### src/rtl/int_ctrl_if.sv
// Control-unit side of the interrupt controller: IRQ lines, enable-register
// write port, instruction-boundary/return strobes and the request outputs.
interface int_ctrl_if;
  // STEP marks an instruction boundary. interrupt is a one-cycle request that
  // is never held or retried. ret closes the current service period.
  logic [3:0] IRQ;
  logic       Wie;
  logic [4:0] DATAin;
  logic       STEP;
  logic       ret;
  logic       interrupt;
  logic [7:0] VECTOR;
  logic [7:0] STATUS;
  logic [1:0] dbg_state;

  modport master (
    output IRQ, Wie, DATAin, STEP, ret,
    input  interrupt, VECTOR, STATUS, dbg_state
  );

  modport slave (
    input  IRQ, Wie, DATAin, STEP, ret,
    output interrupt, VECTOR, STATUS, dbg_state
  );
endinterface

### src/rtl/int_ctrl.sv
// Four-line priority interrupt controller with edge-detected pending bits.
// Define INT_SYNC_EN to use a two-flop synchronizer on each IRQ line.
module int_ctrl (
  input  logic      CLK,
  input  logic      RSTn,
  int_ctrl_if.slave bus
);

  typedef enum logic [1:0] {
    IDLE    = 2'd0,
    REQ     = 2'd1,
    SERVICE = 2'd2
  } state_t;

  state_t     state_q, state_d;
  logic       gie_q, gie_d;
  logic [3:0] mask_q, mask_d;
  logic [3:0] pend_q, pend_d;
  logic [1:0] id_q, id_d;
  logic [3:0] samp_q;
  logic [3:0] prev_q;
  logic [3:0] edge_det;
  logic [3:0] cand;
  logic [1:0] sel;

`ifdef INT_SYNC_EN
  logic [3:0] sync1_q;

  always_ff @(posedge CLK or negedge RSTn) begin
    if (!RSTn) begin
      sync1_q <= 4'h0;
      samp_q  <= 4'h0;
    end else begin
      sync1_q <= bus.IRQ;
      samp_q  <= sync1_q;
    end
  end
`else
  always_ff @(posedge CLK or negedge RSTn) begin
    if (!RSTn) begin
      samp_q <= 4'h0;
    end else begin
      samp_q <= bus.IRQ;
    end
  end
`endif

  // prev_q starts at 0, so a line already high at reset release still yields an edge
  always_ff @(posedge CLK or negedge RSTn) begin
    if (!RSTn) begin
      prev_q <= 4'h0;
    end else begin
      prev_q <= samp_q;
    end
  end

  assign edge_det = samp_q & ~prev_q;
  assign cand     = pend_q & mask_q;

  always_comb begin
    sel = 2'd0;
    for (int i = 3; i >= 0; i--) begin
      if (cand[i]) sel = 2'(i);
    end
  end

  always_ff @(posedge CLK or negedge RSTn) begin
    if (!RSTn) begin
      state_q <= IDLE;
      gie_q   <= 1'b0;
      mask_q  <= 4'h0;
      pend_q  <= 4'h0;
      id_q    <= 2'b00;
    end else begin
      state_q <= state_d;
      gie_q   <= gie_d;
      mask_q  <= mask_d;
      pend_q  <= pend_d;
      id_q    <= id_d;
    end
  end

  always_comb begin
    state_d = state_q;
    id_d    = id_q;
    gie_d   = gie_q;
    mask_d  = mask_q;
    pend_d  = pend_q | edge_det;
    case (state_q)
      IDLE: begin
        if (gie_q && (|cand) && bus.STEP) begin
          state_d = REQ;
          id_d    = sel;
          // OR-ing the new edges after the clear lets a fresh edge on sel survive
          pend_d  = (pend_q & ~(4'b0001 << sel)) | edge_det;
        end
      end
      REQ:     state_d = SERVICE;
      SERVICE: if (bus.ret) state_d = IDLE;
      default: state_d = IDLE;
    endcase
    if (bus.Wie) begin
      gie_d  = bus.DATAin[4];
      mask_d = bus.DATAin[3:0];
    end
  end

  assign bus.interrupt = (state_q == REQ);
  assign bus.VECTOR    = (state_q == IDLE) ? 8'h00 : (8'hF0 + {4'h0, id_q, 2'b00});
  assign bus.STATUS    = {gie_q, (state_q != IDLE), id_q, pend_q};
  assign bus.dbg_state = state_q;

endmodule

### src/flat_wrapper.sv
// flat-port wrapper written by rule: the top's interface ports become plain ports
module int_ctrl_flat 
  (CLK, RSTn, bus_IRQ, bus_Wie, bus_DATAin, bus_STEP, bus_ret, bus_interrupt, bus_VECTOR, bus_STATUS, bus_dbg_state);
  int_ctrl_if bus_i ();
  input  logic CLK;
  input  logic RSTn;
  input wire logic [$bits(bus_i.IRQ)-1:0] bus_IRQ;
  input wire logic [$bits(bus_i.Wie)-1:0] bus_Wie;
  input wire logic [$bits(bus_i.DATAin)-1:0] bus_DATAin;
  input wire logic [$bits(bus_i.STEP)-1:0] bus_STEP;
  input wire logic [$bits(bus_i.ret)-1:0] bus_ret;
  output wire logic [$bits(bus_i.interrupt)-1:0] bus_interrupt;
  output wire logic [$bits(bus_i.VECTOR)-1:0] bus_VECTOR;
  output wire logic [$bits(bus_i.STATUS)-1:0] bus_STATUS;
  output wire logic [$bits(bus_i.dbg_state)-1:0] bus_dbg_state;
  assign bus_i.IRQ = bus_IRQ;
  assign bus_i.Wie = bus_Wie;
  assign bus_i.DATAin = bus_DATAin;
  assign bus_i.STEP = bus_STEP;
  assign bus_i.ret = bus_ret;
  assign bus_interrupt = bus_i.interrupt;
  assign bus_VECTOR = bus_i.VECTOR;
  assign bus_STATUS = bus_i.STATUS;
  assign bus_dbg_state = bus_i.dbg_state;
  int_ctrl u_core (.CLK(CLK), .RSTn(RSTn), .bus(bus_i));
endmodule
### config.mk
export PLATFORM = sky130hd
export DESIGN_NAME = int_ctrl_flat
export DESIGN_NICKNAME = d
export VERILOG_FILES = /design/src/rtl/int_ctrl_if.sv /design/src/rtl/int_ctrl.sv /design/src/flat_wrapper.sv
export SDC_FILE = /design/constraint.sdc
export NUM_CORES = 1
export LEC_CHECK = 0
export ABC_CLOCK_PERIOD_IN_PS = 1050
export BUFFER_PORTS_ARGS = -buffer_cell sky130_fd_sc_hd__buf_2
export CORE_UTILIZATION = 41
export CTS_CLUSTER_SIZE = 24
export DETAILED_ROUTE_END_ITERATION = 8
export GPL_TIMING_DRIVEN = 0
export PLACE_DENSITY = 0.72
export SLEW_MARGIN = 20
export SYNTH_ARGS = -nofsm -noshare
export SYNTH_HDL_FRONTEND = slang
export SYNTH_SLANG_ARGS = --single-unit
### constraint.sdc
create_clock -name CLK -period 1.05 [get_ports CLK]
set_input_delay 0.21 -clock CLK [delete_from_list [all_inputs] [get_ports CLK]]
set_output_delay 0.21 -clock CLK [all_outputs]
set_load 0.005 [all_outputs]
Yosys cells after proc, flatten, opt, wreduce, memory -nomap -nowiden
Index checks and enable logic that the tools add are counted.
{"block": "totals", "ff_bits": 21, "word_cells": 37, "inputBits": 14, "out_inout_bits": 19}
{"block": "op_classes", "n_bitwise": 7, "reduce_logical": 7, "n_shift": 1, "mux": 10, "n_eq_ne": 4, "add_sub_neg": 1}
{"cell": "4-bit bitwise AND", "count": 3}
{"cell": "2-bit 2-to-1 mux", "count": 6}
{"cell": "4-bit 2-to-1 mux", "count": 2}
{"cell": "8-bit 2-to-1 mux", "count": 1}
{"cell": "4-bit NOT", "count": 2}
{"cell": "4-bit OR", "count": 2}
{"cell": "5-bit by 5-bit adder with 6-bit output (first input constant)", "count": 1}
{"cell": "2-bit one-hot mux with 3 select lines", "count": 1}
{"cell": "2-bit AND reduction", "count": 2}
{"cell": "4-bit OR reduction", "count": 1}
{"cell": "1-bit by 2-bit << shifter with 4-bit output (first input constant)", "count": 1}
{"cell": "2-bit by 1-bit == test with 1-bit output (second input constant)", "count": 1}
{"cell": "2-bit == test (second input constant)", "count": 1}
{"cell": "1-bit logical AND", "count": 2}
{"cell": "2-bit zero test", "count": 1}
{"cell": "2-bit by 1-bit != test with 1-bit output (second input constant)", "count": 1}
{"cell": "2-bit != test (second input constant)", "count": 1}
{"cell": "2-bit nonzero test", "count": 1}

Logic depth before layout (Yosys ltp)
Gate-level depths: netlist of run 1.
{"block": "depth", "word_depth": 11, "mapped_depth": 4, "ltp_nobuf": 3}

Worst setup path after synthesis of run 1
No wires, ideal clock.
{"block": "synth_timing", "path_type": "register -> register", "startpoint": "register u_core.state_q[0], in the netlist u_core.bus.dbg_state[0]", "endpoint": "register u_core.pend_q[3]", "t_arrival_ns": 1.080, "path_slack_ns": -0.151, "stages_incl_launch_ff": 5, "period_less_slack_ns": 1.201, "setup_ns": 0.121, "t_required_ns": 0.929, "path_buffers": 1, "path_cell_list": "dfrtp_1 and4bb_2 buf_4 nand4_1 a22o_1"}
{"block": "synth_via", "elab_chain_cells": 2}
{"item": "start, declared", "line_no": "int_ctrl.sv:15", "source": "state_t state_q, state_d;"}
{"item": "start signal, assigned", "line_no": "int_ctrl.sv:75", "source": "state_q <= state_d;"}
{"item": "2-bit zero test", "line_no": "int_ctrl.sv:89", "source": "case (state_q)"}
{"item": "4-bit 2-to-1 mux", "line_no": "int_ctrl.sv:89"}
{"item": "net u_core.pend_d[3]", "line_no": "int_ctrl.sv:18", "source": "logic [3:0] pend_q, pend_d;"}
{"item": "end signal, assigned", "line_no": "int_ctrl.sv:78", "source": "pend_q <= pend_d;"}
{"item": "end, declared", "line_no": "int_ctrl.sv:18"}
The timed path passes the listed nets, and every way through them passes these cells.
A chain may end at the register's enable or synchronous reset.

Worst setup path in the final report of run 1
{"block": "layout_timing", "startpoint": "register u_core.state_q[1], in the netlist u_core.bus.dbg_state[1]", "endpoint": "output port bus_VECTOR[2]"}
{"block": "layout_via", "elab_chain_cells": 2}
{"item": "2-bit zero test", "line_no": "int_ctrl.sv:109", "source": "assign bus.VECTOR = (state_q == IDLE) ? 8'h00 : (8'hF0 + {4'h0, id_q, 2'b00});"}
{"item": "8-bit 2-to-1 mux", "line_no": "int_ctrl.sv:109"}
{"item": "end, declared", "line_no": "flat_wrapper.sv:13", "source": "output wire logic [$bits(bus_i.VECTOR)-1:0] bus_VECTOR;"}
No other way between the ends.

==> results of run 1 <==
[layer usage]
metal,up-vias,part of all wire
met5,-,0
met4,0,0.020
li1,310,-
met3,5,0.048
met2,24,0.53
met1,314,0.41
[sequential cells by signal (all words and copies together) (netlist names)]
signal                count
u_core.gie_q              1
u_core.bus.dbg_state      2
u_core.pend_q             4
u_core.mask_q             4
u_core.id_q               2
u_core.prev_q             4
u_core.samp_q             4
[final cells by class]
type / count / area (µm²) / area share
buffer: 8 / 67.56 / 0.05357
clock inverter: 1 / 5.005 / 0.003968
clock buffer: 3 / 22.52 / 0.01786
inverter: 5 / 18.77 / 0.01488
timing repair buffer: 41 / 294.0 / 0.2331
tap: 27 / 33.78 / 0.02679
sequential: 21 / 525.5 / 0.4167
multi-input combinational: 34 / 294.0 / 0.2331
[placed cells by master (no fill, tap or decap), types with 2 or more instances in the layout]
master	instances
buf_2	24
dfrtp_1	21
buf_6	11
buf_4	9
inv_1	5
mux2_2	5
dlygate4sd3_1	5
a22o_1	4
clkbuf_4	3
and2_4	2
a22oi_1	2
nor2b_4	2
nand2_1	2
nor2_1	2
conb_1	2
[path summary, 6_finish.rpt]
path	start	to	slack, ps	depth (start not counted)
worst max-delay path	u_core.bus.dbg_state[1]$_DFFE_PN0P_	bus_VECTOR[2]	-400	3
worst min register to register	u_core.samp_q[1]$_DFF_PN0_	u_core.prev_q[1]$_DFF_PN0_	390	0
worst min-delay path	bus_DATAin[2]	u_core.mask_q[2]$_DFFE_PN0P_	130	2
max in group asynchronous	RSTn	u_core.samp_q[3]$_DFF_PN0_	380	2
min in group asynchronous	RSTn	u_core.id_q[0]$_DFFE_PN0P_	370	2
worst max register to register	u_core.bus.dbg_state[1]$_DFFE_PN0P_	u_core.pend_q[3]$_DFF_PN0_	-340	5
[stage by stage]
| step | cells | utilization | cell area [µm²] |
|---|---|---|---|
| 2_1_floorplan | 68 | - | 848.3 |
| 3_3_place_gp | 125 | 0.5316 | 1032 |
| 3_5_place_dp | 125 | 0.5316 | 1032 |
| 4_1_cts | 139 | 0.6102 | 1185 |
| 5_1_grt | 140 | 0.6495 | 1261 |
| 6_report | 140 | 0.6495 | 1261 |
[power by group through the flow]
stage | clock network [mW] | registers, mW | logic, mW
3_5_place_dp | 0 | 1.03 | 0.528
5_1_grt | 0.424 | 1.02 | 0.952
4_1_cts | 0.396 | 0.999 | 0.673
3_3_place_gp | 0 | 1.02 | 0.514
2_1_floorplan | 0 | 1.02 | 0.296
6_report | 0.378 | 1.00 | 0.867
[cells by family (layout without fill, tap and decap cells)]
| group | after synthesis | in the layout | share of synthesized area |
|---|---|---|---|
| AOI/OAI and AO/OA | 11 | 11 | 0.1042 |
| buffers and inverters | 13 | 58 | 0.09376 |
| DFF | 21 | 21 | 0.6250 |
| muxes | 5 | 5 | 0.06696 |
| other | 1 | 2 | 0.004460 |
| and+or+nand+nor | 16 | 16 | 0.1057 |
[repair_timing]
| item | CTS | global route |
|---|---|---|
| cloned | 1 | 0 |
| hold buffers | 5 | 0 |
| setup endpoints to repair | 24 | 24 |
| pin swaps | 3 | 3 |
| resized for setup | 10 | 15 |
| buffers inserted | 4 | 1 |
| hold endpoints to repair | 25 | 0 |
==> summary.md, run 1 <==
| Metric | Value |
|---|---|
| Outcome | `complete, but fails checks` |
| Failing checks | `negative setup slack` |
| Slew Limit Headroom | `0.6622` |
| Area of the core | `between 1500 and 2000 µm²` |
| Crit path max fanout | `7` |
| Final ANT Viol Nets | `0` |
| Area grow syn2layout | `50.00%` |
| Fillcell total | `173` |
| Fmax | `around 690 MHz` |
| CP max-delay cell | `dfrtp_1` |
| H-tree depth | `1` |
| Mapped Cells | `67` |
| Layout cells sized above 1 | `0.5752` |
| Sink Count | `21` |
| Final setup margin | `-402.5 ps` |
| Routing usage on met1 | `0.1850` |
| Sequential share of power | `0.446` |
| Pwr Total | `2.245 mW` |
| CTS Buf Count | `3` |
| Critical path cell sequence | `or2_4, and2_4, buf_6` |
| Startpoint types | `flip-flop` |
| Sequential area share after synthesis | `0.6250` |
| Clock share of power | `0.168` |
| Int Pwr | `1.603 mW` |
| Die Wd | `47.29 µm` |
| Overall die height | `roughly 47 µm` |
| Fin. max-slew vios | `0` |
| Starting Density | `0.4330` |
| Hold WC Path Type | `in2reg` |
| Grt met3 use | `0.03462` |
| Drt wl/cell | `roughly 12 µm` |
| EDFF count, synth | `0` |
| Max cap viols | `0` |
| Clk slew on worst S/H paths | `110 ps` |
| Max rail drop VDD | `between 0.001 and 0.0015 V` |
| Pwr per Cell Area | `~1800 nW/µm²` |
| Synth Warn # | `0` |
| WP buf/inv | `1` |
| Synth area leaders | `dfrtp_1, buf_4, mux2_2` |
| # diodes | `0` |
| Yosys top cell area share | `0.6250` |
| Antenna violations before repair | `0` |
| Ys flop type | `dfrtp_1` |
| Placer congestion estimate | `0.7502` |
| Pin count of the biggest net entering global routing | `22` |
| Setup Skew | `between 1 and 1.5 ps` |
| Vias | `653` |
| Net Sw Frac | `0.2861` |
| Final #Nets | `around 130` |
| Psw | `about 640 µW` |
| GRT Util Overall | `0.1556` |
| Most common cell in the netlist | `dfrtp_1` |
| Root buf cell | `clkbuf_4` |
| First-pass detailed-route iteration total | `4` |
| Most frequent cells after synthesis | `dfrtp_1, buf_4, inv_1, mux2_2, a22o_1` |
| Final worst-path cycle share | `1.383` |
| Routed WL | `around 1700 µm` |
| WP data arrival | `about 1200 ps` |
| Die area | `~2200 µm²` |
| Gr ovfl total | `0` |
| Drt via density | `about 4.7` |
| Top delay family on crit path | `simple AND/OR/NAND/NOR gates` |
| Worst Tran Pin Value | `506.7 ps` |
| Critical Path End Type | `output pin` |
| Vias in the first global route | `about 580` |
| Hold slack | `128.1 ps` |
| Area leader, netlist | `dfrtp_1` |
| Async SR Flop Fraction | `1.000` |
| GR Util met2 | `0.2603` |
| I/O pins | `33` |
| First-pass GRT wire length | `approximately 2300 µm` |
| CTS tree | `built` |
| Pre-CTS WS | `-196.4 ps` |
| Crit path required time | `~840 ps` |
| Synth Cell Area | `840.8 µm²` |
| CP peak stage delay | `~400 ps` |
| Min cycle time layout | `around 1500 ps` |
| DR iter-0 viols | `1` |
| Hold Vio Cnt, Final | `0` |
| Unrepaired setup endpoints after global routing | `yes` |
| Setup violators final | `23` |
| # DRC | `0` |
| Port bufs | `30` |
| Post-synthesis cell type count | `20` |
| Share of power burned in combinational logic | `0.386` |
| Synth Area per Inst | `12.55 µm²` |
| Row count | `16` |
| Seq cells post-synth | `21` |
| Final setup TNS | `-5213 ps` |
| LEAKAGE | `around 0.64 nW` |
| Clk_lat worst skew | `300 ps` |
| Setup CP Type | `reg2out` |
| Hpwl dp | `between 1000 and 1500 µm` |
| CTS Buffer Depth | `2` |
| GR peak layer | `met2` |
Power figures use the tool's default switching activity.
==> run 2: changes to the inputs <==
--- a/config.mk
+++ b/config.mk
@@ -7,6 +7,7 @@
 export LEC_CHECK = 0
 export ABC_CLOCK_PERIOD_IN_PS = 1050
 export BUFFER_PORTS_ARGS = -buffer_cell sky130_fd_sc_hd__buf_2
+export CORE_MARGIN = 5
 export CORE_UTILIZATION = 41
 export CTS_CLUSTER_SIZE = 24
 export DETAILED_ROUTE_END_ITERATION = 8
==> run 2 against run 1 <==
The run still ends with negative setup slack left. Hold slack improved by 3.7 ps. Cell area rose by 0.40%. Clock skew about the same. Largest power group unchanged. Highest routed layer unchanged.
==> summary.md, run 2 (same netlist as run 1, synthesis figures left out) <==
| Metric | Value |
|---|---|
| Outcome | `complete, but fails checks` |
| Failing checks | `negative setup slack` |
| Hold Vio Cnt, Final | `0` |
| H-tree depth | `1` |
| Vias | `approximately 680` |
| Hold slack | `131.8 ps` |
| Critical Path End Type | `output pin` |
| Overall die height | `between 50 and 60 µm` |
| Worst R2R Setup Slack | `-340 ps` |
| Row count | `16` |
| Starting Density | `0.4286` |
| Drt wl/cell | `12.48 µm` |
| Share of power burned in combinational logic | `0.382` |
| Final #Nets | `132` |
| Int Pwr | `~1.6 mW` |
| Die Wd | `about 55 µm` |
| Setup Skew | `~1.1 ps` |
| Hold WC Path Type | `in2reg` |
| Area of the core | `roughly 2000 µm²` |
| CTS Buffer Depth | `2` |
| Cells after DPL | `about 130` |
| Drt via density | `about 4.7` |
| # DRC | `0` |
| Setup violators final | `22` |
| Max rail drop VDD | `0.0009118 V` |
| Placed Area | `around 1000 µm²` |
| Pwr per Cell Area | `about 1800 nW/µm²` |
| Final setup TNS | `-5312 ps` |
| Routed WL | `1797 µm` |
| Hpwl dp | `1146 µm` |
| I/O pins | `33` |
| Pin count of the biggest net entering global routing | `22` |
| Root buf cell | `clkbuf_4` |
| # diodes | `0` |
| Clock share of power | `0.167` |
| Crit path max fanout | `7` |
| Final worst-path cycle share | `1.382` |
| Gr ovfl total | `0` |
| GR peak layer | `met2` |
| WP data arrival | `1240 ps` |
| First-pass GRT wire length | `about 3000 µm` |
| Clk slew on worst S/H paths | `100 ps` |
| Net Sw Frac | `0.2824` |
| CP max-delay cell | `dfrtp_1` |
| Routing usage on met1 | `0.1384` |
| Pre-CTS WS | `-192.5 ps` |
| GR Util met2 | `0.2061` |
| Fin. max-slew vios | `0` |
| Min cycle time layout | `about 1500 ps` |
| Clk_lat worst skew | `roughly 300 ps` |
| LEAKAGE | `0.6454 nW` |
| Vias in the first global route | `approximately 700` |
| Final Cell Area | `1266 µm²` |
| Fmax | `between 600 and 700 MHz` |
| Layout cells sized above 1 | `0.5641` |
| DR iter-0 viols | `6` |
| Unrepaired setup endpoints after global routing | `yes` |
| Port bufs | `30` |
| Startpoint types | `flip-flop` |
| Pwr Total | `about 2.2 mW` |
| Sequential share of power | `0.452` |
| Hold_sp | `bus_DATAin[4]` |
| Final ANT Viol Nets | `0` |
| Most common cell after layout, fill and taps aside | `buf_2` |
| Antenna violations before repair | `0` |
| CTS Buf Count | `3` |
| Post-Layout Cell Count | `around 140` |
| Critical path cell sequence | `or2_4, and2_1, buf_2` |
| Max cap viols | `0` |
| First-pass detailed-route iteration total | `4` |
| Slew Limit Headroom | `0.6654` |
| Setup CP Type | `reg2out` |
| Post-layout util | `0.6454` |
| R2R Path End | `u_core.pend_q[3]$_DFF_PN0_` |
| Area grow syn2layout | `50.59%` |
| Sink Count | `21` |
| Psw | `626.6 µW` |
| WP buf/inv | `1` |
| Placer congestion estimate | `a little over 0.7` |
| Final setup margin | `-400.8 ps` |
| GRT Util Overall | `0.1247` |
| Critical R2R Launch | `u_core.bus.dbg_state[1]$_DFFE_PN0P_` |
| Grt met3 use | `0.04196` |
| Worst Hold Depth | `2` |
| CTS tree | `built` |
| Worst Tran Pin Value | `501.9 ps` |
| Top delay family on crit path | `flip-flops` |
| Die area | `3056 µm²` |
| CP peak stage delay | `approximately 420 ps` |
| Crit path required time | `about 840 ps` |
| Worst min-delay path endpoint | `u_core.gie_q$_DFFE_PN0P_` |
| Reg2Reg Depth | `5` |
| Leading cell types in the layout, fill and taps excluded | `buf_2, dfrtp_1, buf_4, buf_6` |
==> run 2: how the worst max path moves through the flow <==
stage	startpoint	endpoint	slack (ps)	cells past startpoint
4_1_cts	u_core.bus.dbg_state[0]$_DFFE_PN0P_	bus_VECTOR[3]	-400	3
6_report	u_core.bus.dbg_state[1]$_DFFE_PN0P_	bus_VECTOR[2]	-400	3
3_5_place_dp	u_core.bus.dbg_state[1]$_DFFE_PN0P_	bus_VECTOR[3]	-190	3
3_3_place_gp	u_core.bus.dbg_state[1]$_DFFE_PN0P_	bus_VECTOR[3]	-170	3
2_1_floorplan	u_core.bus.dbg_state[1]$_DFFE_PN0P_	u_core.pend_q[3]$_DFF_PN0_	-120	4
5_1_grt	u_core.bus.dbg_state[1]$_DFFE_PN0P_	bus_VECTOR[2]	-460	3
==> run 2: worst register-to-register path, cell delays in order (launching register included) <==
cell and delay (ps):
dfrtp_1 420, buf_6 140, and4bb_2 320, buf_6 130, nand4_1 80, a22o_1 200
==> run 2: cell type report <==
| cell class | count | area (µm²) |
|---|---|---|
| fill | 166 | 695.7 |
| sequential | 21 | 525.5 |
| timing repair buffer | 45 | 305.3 |
| multi-input combinational | 34 | 289.0 |
| buffer | 8 | 67.56 |
| tap | 27 | 33.78 |
| clock buffer | 4 | 26.28 |
| inverter | 5 | 18.77 |
==> run 2: what timing repair did <==
item,CTS,global route
buffers inserted,5,4
endpoints found under the hold margin,25,0
endpoints found under the setup margin,24,24
gates resized for setup,12,7
pin swaps,4,2
hold buffers,5,0
cloned,1,0
==> run 2: power groups by stage <==
stage | clock (mW) | combinational, mW | sequential [mW]
after floorplan | 0 | 0.296 | 1.02
after global placement | 0 | 0.522 | 1.02
after detailed placement | 0 | 0.533 | 1.02
after CTS | 0.391 | 0.723 | 0.998
after global routing | 0.409 | 0.941 | 1.02
final | 0.370 | 0.847 | 1.00
==> run 2: routing by layer <==
metal | share of wire | wire (µm)
met4 | 0.025 | 45
met3 | 0.088 | 158
met5 | 0 | 0
met2 | 0.52 | 929
met1 | 0.37 | 664
